===== config.mk =====
export PLATFORM = sky130hd
export DESIGN_NAME = mem_arbiter
export DESIGN_NICKNAME = d
export VERILOG_FILES = /design/src/rtl/mem_arbiter.sv
export SDC_FILE = /design/constraint.sdc
export NUM_CORES = 1
export LEC_CHECK = 0
export ABC_AREA = 1
export ABC_CLOCK_PERIOD_IN_PS = 1400
export BUFFER_PORTS_ARGS = -buffer_cell sky130_fd_sc_hd__buf_2
export CAP_MARGIN = 20
export CORE_MARGIN = 4
export CORE_UTILIZATION = 35
export DETAILED_ROUTE_END_ITERATION = 10
export PLACE_DENSITY_LB_ADDON = 0.25
export SYNTH_ARGS = -nofsm -noshare
export SYNTH_HDL_FRONTEND = slang
export SYNTH_SLANG_ARGS = --single-unit

===== constraint.sdc =====
create_clock -name clock -period 1.4 [get_ports clock]
set_clock_uncertainty 0.1 [all_clocks]
set_input_delay 0.28 -clock clock [delete_from_list [all_inputs] [get_ports clock]]
set_output_delay 0.28 -clock clock [all_outputs]
set_load 0.01 [all_outputs]

===== src/rtl/mem_arbiter.sv =====
`default_nettype none
// ============================================================================
// Module      : mem_arbiter
// Description : Round-robin arbiter sharing one memory port between the
//               instruction-fetch (ifu) and load/store (lsu) requesters.
//               Issues one request pulse downstream per grant and routes the
//               response back to the owner, dropping responses for requests
//               withdrawn while in flight.
// Revision    : 1.0 - initial release
// ============================================================================
module mem_arbiter #(
    parameter int ADDR_W = 32,
    parameter int DATA_W = 32
) (
    input  logic                  clock,
    input  logic                  reset,
    input  logic                  ifu_reqValid,
    input  logic [ADDR_W-1:0]     ifu_addr,
    output logic                  ifu_respValid,
    output logic [DATA_W-1:0]     ifu_rdata,
    input  logic                  lsu_reqValid,
    input  logic [ADDR_W-1:0]     lsu_addr,
    input  logic                  lsu_wen,
    input  logic [DATA_W-1:0]     lsu_wdata,
    input  logic [DATA_W/8-1:0]   lsu_wmask,
    output logic                  lsu_respValid,
    output logic [DATA_W-1:0]     lsu_rdata,
    output logic                  mem_reqValid,
    output logic [ADDR_W-1:0]     mem_addr,
    output logic                  mem_wen,
    output logic [DATA_W-1:0]     mem_wdata,
    output logic [DATA_W/8-1:0]   mem_wmask,
    input  logic                  mem_respValid,
    input  logic [DATA_W-1:0]     mem_rdata,
    output logic                  busy,
    output logic                  owner
);

    localparam int c_MASK_W = DATA_W / 8;

    typedef enum logic [1:0] {
        S_IDLE  = 2'd0,
        S_ISSUE = 2'd1,
        S_WAIT  = 2'd2
    } state_t;

    state_t                r_state;
    state_t                w_state_next;
    logic                  r_owner;
    logic                  r_last_grant;
    logic                  r_aborted;
    logic [ADDR_W-1:0]     r_mem_addr;
    logic                  r_mem_wen;
    logic [DATA_W-1:0]     r_mem_wdata;
    logic [c_MASK_W-1:0]   r_mem_wmask;

    logic                  w_any_req;
    logic                  w_grant_lsu;
    logic                  w_owner_req;
    logic                  w_mem_req;
    logic                  w_ifu_resp;
    logic                  w_lsu_resp;
    logic                  w_abort_now;

    // Round-robin pick: lsu wins only when it is alone or ifu was served last.
    always_comb begin
        w_any_req   = ifu_reqValid | lsu_reqValid;
        w_grant_lsu = lsu_reqValid & (~ifu_reqValid | ~r_last_grant);
        w_owner_req = r_owner ? lsu_reqValid : ifu_reqValid;
    end

    // Next-state decode plus the single-cycle strobes derived from the state.
    always_comb begin
        w_state_next = r_state;
        w_mem_req    = 1'b0;
        w_ifu_resp   = 1'b0;
        w_lsu_resp   = 1'b0;
        w_abort_now  = 1'b0;
        case (r_state)
            S_IDLE: begin
                if (w_any_req) begin
                    w_state_next = S_ISSUE;
                end
            end
            S_ISSUE: begin
                w_mem_req    = 1'b1;
                w_abort_now  = ~w_owner_req;
                w_state_next = S_WAIT;
            end
            S_WAIT: begin
                if (mem_respValid) begin
                    // The response is consumed even when the owner walked away.
                    w_state_next = S_IDLE;
                    w_ifu_resp   = ~r_aborted & ~r_owner;
                    w_lsu_resp   = ~r_aborted &  r_owner;
                end else begin
                    w_abort_now  = ~w_owner_req;
                end
            end
            default: begin
                w_state_next = S_IDLE;
            end
        endcase
    end

    // State register.
    always_ff @(posedge clock) begin
        if (reset) begin
            r_state <= S_IDLE;
        end else begin
            r_state <= w_state_next;
        end
    end

    // Transaction registers: payload latched on grant, owner history and abort flag.
    always_ff @(posedge clock) begin
        if (reset) begin
            r_owner      <= 1'b1;
            r_last_grant <= 1'b1;
            r_aborted    <= 1'b0;
            r_mem_addr   <= '0;
            r_mem_wen    <= 1'b0;
            r_mem_wdata  <= '0;
            r_mem_wmask  <= '0;
        end else begin
            if (r_state == S_IDLE && w_any_req) begin
                r_owner     <= w_grant_lsu;
                r_aborted   <= 1'b0;
                r_mem_addr  <= w_grant_lsu ? lsu_addr : ifu_addr;
                r_mem_wen   <= w_grant_lsu & lsu_wen;
                r_mem_wdata <= w_grant_lsu ? lsu_wdata : '0;
                r_mem_wmask <= w_grant_lsu ? lsu_wmask : '0;
            end
            if (w_abort_now) begin
                r_aborted <= 1'b1;
            end
            if (r_state == S_WAIT && mem_respValid) begin
                r_last_grant <= r_owner;
            end
        end
    end

    assign mem_reqValid  = w_mem_req;
    assign mem_addr      = r_mem_addr;
    assign mem_wen       = r_mem_wen;
    assign mem_wdata     = r_mem_wdata;
    assign mem_wmask     = r_mem_wmask;
    assign ifu_respValid = w_ifu_resp;
    assign lsu_respValid = w_lsu_resp;
    assign ifu_rdata     = mem_rdata;
    assign lsu_rdata     = mem_rdata;
    assign busy          = (r_state != S_IDLE);
    assign owner         = r_owner;

`ifndef SYNTHESIS
    // Protocol sanity: strobes only in WAIT, downstream pulse only in ISSUE.
    always_ff @(posedge clock) begin
        if (!reset) begin
            assert (!(ifu_respValid || lsu_respValid) || r_state == S_WAIT);
            assert (!mem_reqValid || r_state == S_ISSUE);
        end
    end
`endif

endmodule
`default_nettype wire


; ---- Word-level counts from Yosys, hierarchy flattened
; Cells that the tools add are included.
[word_totals]
in_bits = 138
regBits = 74
[op_classes]
reduce_logical = 6
n_eq_ne = 4
n_bitwise = 11
n_mux = 16
[op_table]
columns = operator, count
row1 = $mux 32, 2
row2 = $mux 1, 9
row3 = $pmux 2 s3, 1
row4 = $not 1->1, 5
row5 = $and 1x1->1, 4
row6 = $mux 2, 2
row7 = $mux 4, 1
row8 = $ne 2x2->1 const B, 2
row9 = $reduce_bool 2->1, 2
row10 = $eq 2x1->1 const B, 1
row11 = $eq 2x2->1 const B, 1
row12 = $logic_and 1x1->1, 2
row13 = $logic_not 2->1, 1
row14 = $or 1x1->1, 2
row15 = $pmux 1 s2, 1
row16 = $reduce_and 2->1, 1

; ---- Logic depth before layout (Yosys ltp)
; Gate-level depths: netlist (run 1).
[depth]
depth_word = 5
mapped_depth = 8
ltp_nobuf = 7

; ---- Worst setup path after synthesis (run 1)
; No wires, ideal clock.
[synth_timing]
kind = register to register
start = register r_state[0]
end = register r_mem_addr[10], in the netlist mem_addr[10]
stages_incl_launch_ff = 9
period_less_slack_ps = 1424
slack_ps = -24
setup_time_ps = 117
t_arrival_ps = 1207
n_path_buf = 1
required_ps = 1183
cell_sequence = dfxtp_1 -> inv_1 -> ha_1 -> inv_2 -> nor2_4 -> buf_2 -> nand2_1 -> nor2_1 -> nor2_1
[synth_via]
elab_chain_cells = 2
[synth_rtl]
columns = element, line
row1 = "start, declared", 47  ; state_t r_state;
row2 = "start signal, assigned", 111  ; r_state <= w_state_next;
row3 = $logic_not 2->1, 126  ; if (r_state == S_IDLE && w_any_req) begin
row4 = $logic_and 1x1->1, 126
row5 = "end signal, assigned", 129  ; r_mem_addr <= w_grant_lsu ? lsu_addr : ifu_addr;
row6 = "end, declared", 52  ; logic [ADDR_W-1:0] r_mem_addr;
; No other way between the ends.
; A chain may end at the register's enable or synchronous reset.

; ---- Worst setup path in the final report (run 1)
[layout_timing]
start = register r_state[0]
end = output port ifu_respValid
[layout_via]
elab_chain_cells = 2
[layout_rtl]
columns = element, line
row1 = $eq 2x2->1, 79  ; case (r_state)
row2 = $mux 1, 79
row3 = "end, declared", 19  ; output logic ifu_respValid,
; No other way between the ends.

==> results.md, run 1 <==
* Post-Syn Instances at 551
* Post-route clock period utilization at 1.163
* Nets at 827
* DRT antenna net count at 0
* Max Clk Rate at 614.0 MHz
* Failing checks: setup timing
* Worst slew margin at 0.7255
* Post-Synthesis Cell Area at 3785 µm²
* CP Data Required Time at 1.02 ns
* Wire length per cell at 15.35 µm
* Share of cells above drive strength 1 at 0.5348
* Initial DRC Count at 283
* LEAKAGE at 3.056 nW
* CP endpoint kind: output port
* Vias at 4,017
* RR Startpoint: r_state[0]
* RSZ-0062 raised after global routing: true
* Dpl ws at -0.1099 ns
* Post-route setup slack at -0.2287 ns
* DRC Markers at 0
* PwrDens at 1428 nW/µm²
* Effective utilization at floorplan at 0.3634
* All-Layer GR Usage at 0.1851
* Placed cells at 784
* Crit-path max FO at 3
* Endpoints failing setup at 77
* CP Launch Point: r_state[0]
* Initial antenna violation count at 0
* Full die area at 12,540 µm²
* 1st-pass router iterations at 4
* Die Y-Extent at 112.0 µm
* Max IR drop VDD at 0.6538 mV
* Routability cong. at 0.7783
* Reg clk slew, reported paths at 0.08 ns
* Critical path class: flop to output port
* Layout Cells excl Fill at 826
* Hold Crit Class: input pin to flop
* Core area at 10,420 µm²
* First-pass GRT wire length at 19,030 µm
* Post-synth cell types at 17
* IO buf count at 179
* Post-route setup TNS at -11.90 ns
* Vias/cell at 4.863
* Share of the synthesized area in the top cell type at 0.3914
* Max Slew Vio Count at 0
* Commonest cells after routing, fill and taps aside: 177 x buf_2, 83 x nor2_1, 71 x dfxtp_1, 53 x nand2_1, 49 x nand2_4
* Layout fillers at 953
* Seq/Total Area, Yosys at 0.3914
* Chip Width at 112.0 µm
* Max-cap violations at 0
* CTS tree: yes
* Clock Sinks at 74
* ANT cells at 0
* Total I/O pin count at 276
* Final core occ at 0.5671
* Area growth, synth to finish at 56.07%
* Total gr overflow at 0
* Tightest Pin Transition at 0.4117 ns
* Row Count at 37
* Status: complete, but fails checks
* Final hold viol count at 0
* Synth warnings at 0
* Clock root buffer: clkbuf_8
* HPWL after DPL at 7449 µm
* Arrival @ worst endpoint at 1.25 ns
* Overall Power at 8.434 mW
* Bufs on Longest Clock Path at 2
* Reg2reg setup slack at -0.19 ns
* Minimum clock period at 1.629 ns
* Largest area contributor in the netlist: dfxtp_1
* Synth top area cells: dfxtp_1 39%, buf_4 13%, nand2_1 11%
* Clock Latency Late Sink at 0.34 ns
* CTS Buf Count at 9
* Vias in the first global route at 3,830
* Syn avg cell area at 6.869 µm²
* Crit start category: flop
* Largest net degree at the start of global routing at 40
* Flops & latches, synth at 74
* Reg2reg end: mem_wmask[0]
* Worst setup path end: ifu_respValid
* H-tree depth at 3
* Reg2Reg Depth at 9
* DRT Wirelength at 12,680 µm
* Most common library cell in the layout ignoring fill and taps: buf_2
* Syn nets at 693
[stage by stage]
| step | hold slack [ns] | area [µm²] |
|---|---|---|
| 6_report | 0.1103 | 5907 |
| 3_5_place_dp | 0.3485 | 4417 |
| 4_1_cts | 0.07918 | 5370 |
| 2_1_floorplan | 0.3287 | 3785 |
| 3_3_place_gp | 0.3444 | 4417 |
| 5_1_grt | 0.1026 | 5907 |
[cell usage after synthesis, drive strengths merged]
cell / number
dfxtp: 74
clkbuf: 12
buf: 88
nand4: 37
a21oi: 41
nand3b: 1
ha: 4
o21ai: 34
nand2: 114
inv: 39
nor2: 103
nor3: 1
nand3: 3
[cell families (layout without fill, tap and decap cells)]
kind of cell | Yosys count | count (layout) | synth area share
AOI/OAI and AO/OA | 75 | 75 | 0.09917
adders and majority gates | 4 | 4 | 0.01322
buffers and inverters | 139 | 278 | 0.2106
DFF | 74 | 74 | 0.3914
and+or+nand+nor | 259 | 259 | 0.2856
[worst max-delay path: stages (launching register included)]
cell	delay, ns
dfxtp_2	0.34
inv_4	0.07
ha_4	0.15
nand2_2	0.06
nor3_2	0.12
buf_2	0.16
[worst min path at each step]
stage                              from             to  slack, ns  cells past startpoint
after floorplan            r_last_grant   r_last_grant       0.33                      2
after global placement     r_last_grant   r_last_grant       0.34                      2
after detailed placement  mem_wdata[23]  mem_wdata[23]       0.35                      2
after CTS                  lsu_wdata[9]   mem_wdata[9]       0.08                      3
after global routing       lsu_wdata[6]   mem_wdata[6]       0.10                      3
final                     lsu_wdata[31]  mem_wdata[31]       0.11                      3
[area by class of cell]
cell class | instances | area (µm²) | area share
Clock buffer | 10 | 137.6 | 0.02330
Sequential cell | 74 | 1488 | 0.2519
Timing Repair Buffer | 223 | 1689 | 0.2860
Multi-Input combinational cell | 338 | 2181 | 0.3692
Inverter | 39 | 151.4 | 0.02563
Tap cell | 136 | 170.2 | 0.02881
Clock inverter | 6 | 90.09 | 0.01525
[report_power, final]
group | switching [mW] | internal, mW | leakage, nW
combinational | 1.93 | 1.98 | 2.33
clock | 0.850 | 1.06 | 0.112
sequential | 0.207 | 2.41 | 0.608
total | 2.99 | 5.45 | 3.06
[flip-flops by register name, summed over array words and instances, names as in the netlist]
register / cells
mem_addr: 32
mem_wdata: 32
mem_wmask: 4
r_state: 2
mem_wen: 1
owner: 1
r_aborted: 1
r_last_grant: 1
[routing by layer]
layer  share of wire  wire [µm]  GRT usage
met1            0.41       5166     0.2222
met2            0.48       6058     0.3070
met4           0.026        327    0.07692
met3           0.089       1125    0.05761
met5               0          0          0
[what timing repair did]
| action | 4_1_cts | 5_1_grt |
|---|---|---|
| endpoints found under the setup margin | 75 | 77 |
| hold endpoints to repair | 0 | 0 |
| hold buffers | 0 | 0 |
| pin swaps | 24 | 93 |
| gates cloned | 13 | 3 |
| setup buffers | 11 | 3 |
| gates resized for setup | 90 | 144 |
(Power assumes the default switching activity.)
==> run 2, diff against run 1 <==
--- a/config.mk
+++ b/config.mk
@@ -10,7 +10,7 @@
 export BUFFER_PORTS_ARGS = -buffer_cell sky130_fd_sc_hd__buf_2
 export CAP_MARGIN = 20
 export CORE_MARGIN = 4
-export CORE_UTILIZATION = 35
+export CORE_UTILIZATION = 37
 export DETAILED_ROUTE_END_ITERATION = 10
 export PLACE_DENSITY_LB_ADDON = 0.25
 export SYNTH_ARGS = -nofsm -noshare
==> run 2 against run 1 <==
Compared with the run above:
- die area fell by 5.0%
- largest cell class unchanged
- cell area fell by 12%
- fmax rose by 0.25%
- combinational power fell by 24%
- total power fell by 17%
- flip-flop and latch count did not move
- highest routed layer unchanged
- the flow still finishes with violations (setup timing)
- routed wire length fell by 9.2%
- non-clock buffer count rose by 3
- sequential share of layout area rose by 3.5 points
==> results.md, run 2 (synthesis results as in run 1) <==
* Status: complete, but fails checks
* Failing checks: setup timing
* Max Slew Vio Count at 0 (unchanged)
* Share of cells above drive strength 1 at 0.4012 (-0.1336)
* Initial antenna violation count at 0 (unchanged)
* Post-route setup TNS at -4.077 ns (+7.828 ns)
* Total gr overflow at 0 (unchanged)
* Wire length per cell at 13.93 µm (-9.2%)
* Hold Path Stages at 3 (unchanged)
* Commonest cells after routing, fill and taps aside: 177 x buf_2, 112 x nand2_1, 101 x nor2_1, 71 x dfxtp_1
* Placed instance area at 4451 µm² (+0.76%)
* Clock root buffer: clkbuf_8
* Bufs on Longest Clock Path at 2 (unchanged)
* CP Data Required Time at 1.02 ns (about the same)
* Clock Sinks at 74 (unchanged)
* Final core occ at 0.5250 (-0.04210)
* Crit-path cells: inv_4 > ha_4 > nand2_2 > nor3_2 > buf_2
* Reg2reg setup slack at -0.12 ns (+0.07 ns)
* Vias at 3,931 (-2.1%)
* Hold-fix buffers at CTS at 0 (unchanged)
* Area growth, synth to finish at 36.83%
* Final instance area at 5179 µm² (-12%)
* Hold worst-path end: mem_wdata[5]
* Slowest-stage cell, CP: dfxtp_2
* CTS tree: yes
* CP endpoint kind: output port
* Max IR drop VDD at 0.5498 mV (-16%)
* Dpl ws at -0.1032 ns (+0.006788 ns)
* RSZ-0062 raised after global routing: true
* Worst slew margin at 0.7536 (+0.02806)
* Vias/cell at 4.759 (-2.1%)
* Tightest Pin Transition at 0.3697 ns (-0.04208 ns)
* Arrival @ worst endpoint at 1.24 ns (about the same)
* Vias in the first global route at 3,544 (-7.5%)
* Max-cap violations at 0 (unchanged)
* Hold Crit Class: input pin to flop
* Post-route clock period utilization at 1.160 (-0.002901)
* Routability cong. at 0.7827 (+0.57%)
* Layout fillers at 970 (+1.8%)
* Chip Width at 109.1 µm (-2.5%)
* Minimum clock period at 1.625 ns (-0.004061 ns)
* Crit-path max FO at 3 (unchanged)
* Crit start category: flop
* Max Clk Rate at 615.5 MHz (+0.25%)
* RR Startpoint: r_state[1]
* Initial DRC Count at 303 (+7.1%)
* DRC Markers at 0 (unchanged)
* Die Y-Extent at 109.1 µm (-2.5%)
* ANT cells at 0 (unchanged)
* Largest net degree at the start of global routing at 40 (unchanged)
* Post-route setup slack at -0.2246 ns (+0.004061 ns)
* Reg2reg end: mem_wdata[0]
* Final hold viol count at 0 (unchanged)
* Nets at 830 (+0.36%)
* HPWL after DPL at 7558 µm (+1.5%)
* Row Count at 36 (-2.7%)
* PwrDens at 1359 nW/µm² (-4.8%)
* CTS Buf Count at 9 (unchanged)
* DRT Wirelength at 11,510 µm (-9.2%)
* First-pass GRT wire length at 17,240 µm (-9.4%)
* Effective utilization at floorplan at 0.3837 (+0.02033)
* 1st-pass router iterations at 4 (unchanged)
* Endpoints failing setup at 52 (-32%)
* IO buf count at 179 (unchanged)
* Reg clk slew, reported paths at 0.09 ns (about the same)
* LEAKAGE at 2.659 nW (-13%)
* Total I/O pin count at 276 (unchanged)
* DRT antenna net count at 0 (unchanged)
* Min-delay src: lsu_wdata[5]
* All-Layer GR Usage at 0.1831 (-0.001967)
* Core area at 9864 µm² (-5.3%)
* Full die area at 11,910 µm² (-5.0%)
* H-tree depth at 3 (unchanged)
* Most common library cell in the layout ignoring fill and taps: buf_2
* CP max stage delay at 0.34 ns (about the same)
* Buf/Inv on CP at 2 (unchanged)
* Largest delay contributor family on the critical path: flip-flops
* Clock Latency Late Sink at 0.33 ns (about the same)
* Reg2Reg Depth at 9 (unchanged)
* Critical path class: flop to output port
## run 2: cell count changes in the layout (fill, tap and decap cells not counted), sizes merged
cell and delta:
buf +2, clkinvlp +2, bufinv -2, clkinv +1
clkbuf -2, bufbuf +2
## run 2: metrics by stage
step	power [mW]	hold WS, ns	std cells
after floorplan	3.959	0.3287	551
after global placement	4.647	0.3443	786
after detailed placement	4.670	0.3504	786
after CTS	6.849	0.08143	817
after global routing	7.512	0.09321	826
final	7.040	0.1033	826
## run 2: worst max path at each step
stage	start	endpoint	slack (ns)	cells past startpoint
global placement	r_state[0]	mem_addr[15]	-0.05	8
finish	r_state[0]	ifu_respValid	-0.22	5
CTS	r_state[1]	ifu_respValid	-0.29	5
global route	r_state[0]	ifu_respValid	-0.29	5
floorplan	r_state[0]	mem_addr[10]	-0.02	8
detailed placement	r_state[0]	mem_addr[19]	-0.10	8
## run 2: per-layer routing
metal / track usage / vias to the layer above / wire [µm]
li1: - / 1956 / -
met1: 0.2329 / 1761 / 5006
met2: 0.2934 / 192 / 5150
met3: 0.06394 / 22 / 1197
met4: 0.05140 / 0 / 157
met5: 0 / - / 0
## run 2: worst min-delay path, delay by kind of cell
kind	cells	cell delay [ns]
and+or+nand+nor	1	0.08
AOI/OAI and AO/OA	1	0.06
buffers and inverters	1	0.09
## run 2: power by group
| group | internal (mW) | switching, mW |
|---|---|---|
| registers | 2.41 | 0.167 |
| clock network | 0.636 | 0.837 |
| logic | 1.52 | 1.47 |
| total | 4.57 | 2.47 |
## run 2: repair_timing
action                                  CTS  global route
pin swaps                                 2             4
setup buffers                             8             6
gates resized for setup                  25            35
gates cloned                              7             3
endpoints found under the setup margin   73            76
## run 2: final cells by class
cell class,count,area [µm²],area share
clock inverter,7,46.29,0.008939
multi-input combinational,338,1652,0.3189
clock buffer,9,123.9,0.02392
timing repair buffer,226,1556,0.3006
tap,133,166.4,0.03213
sequential,74,1485,0.2868
inverter,39,148.9,0.02875
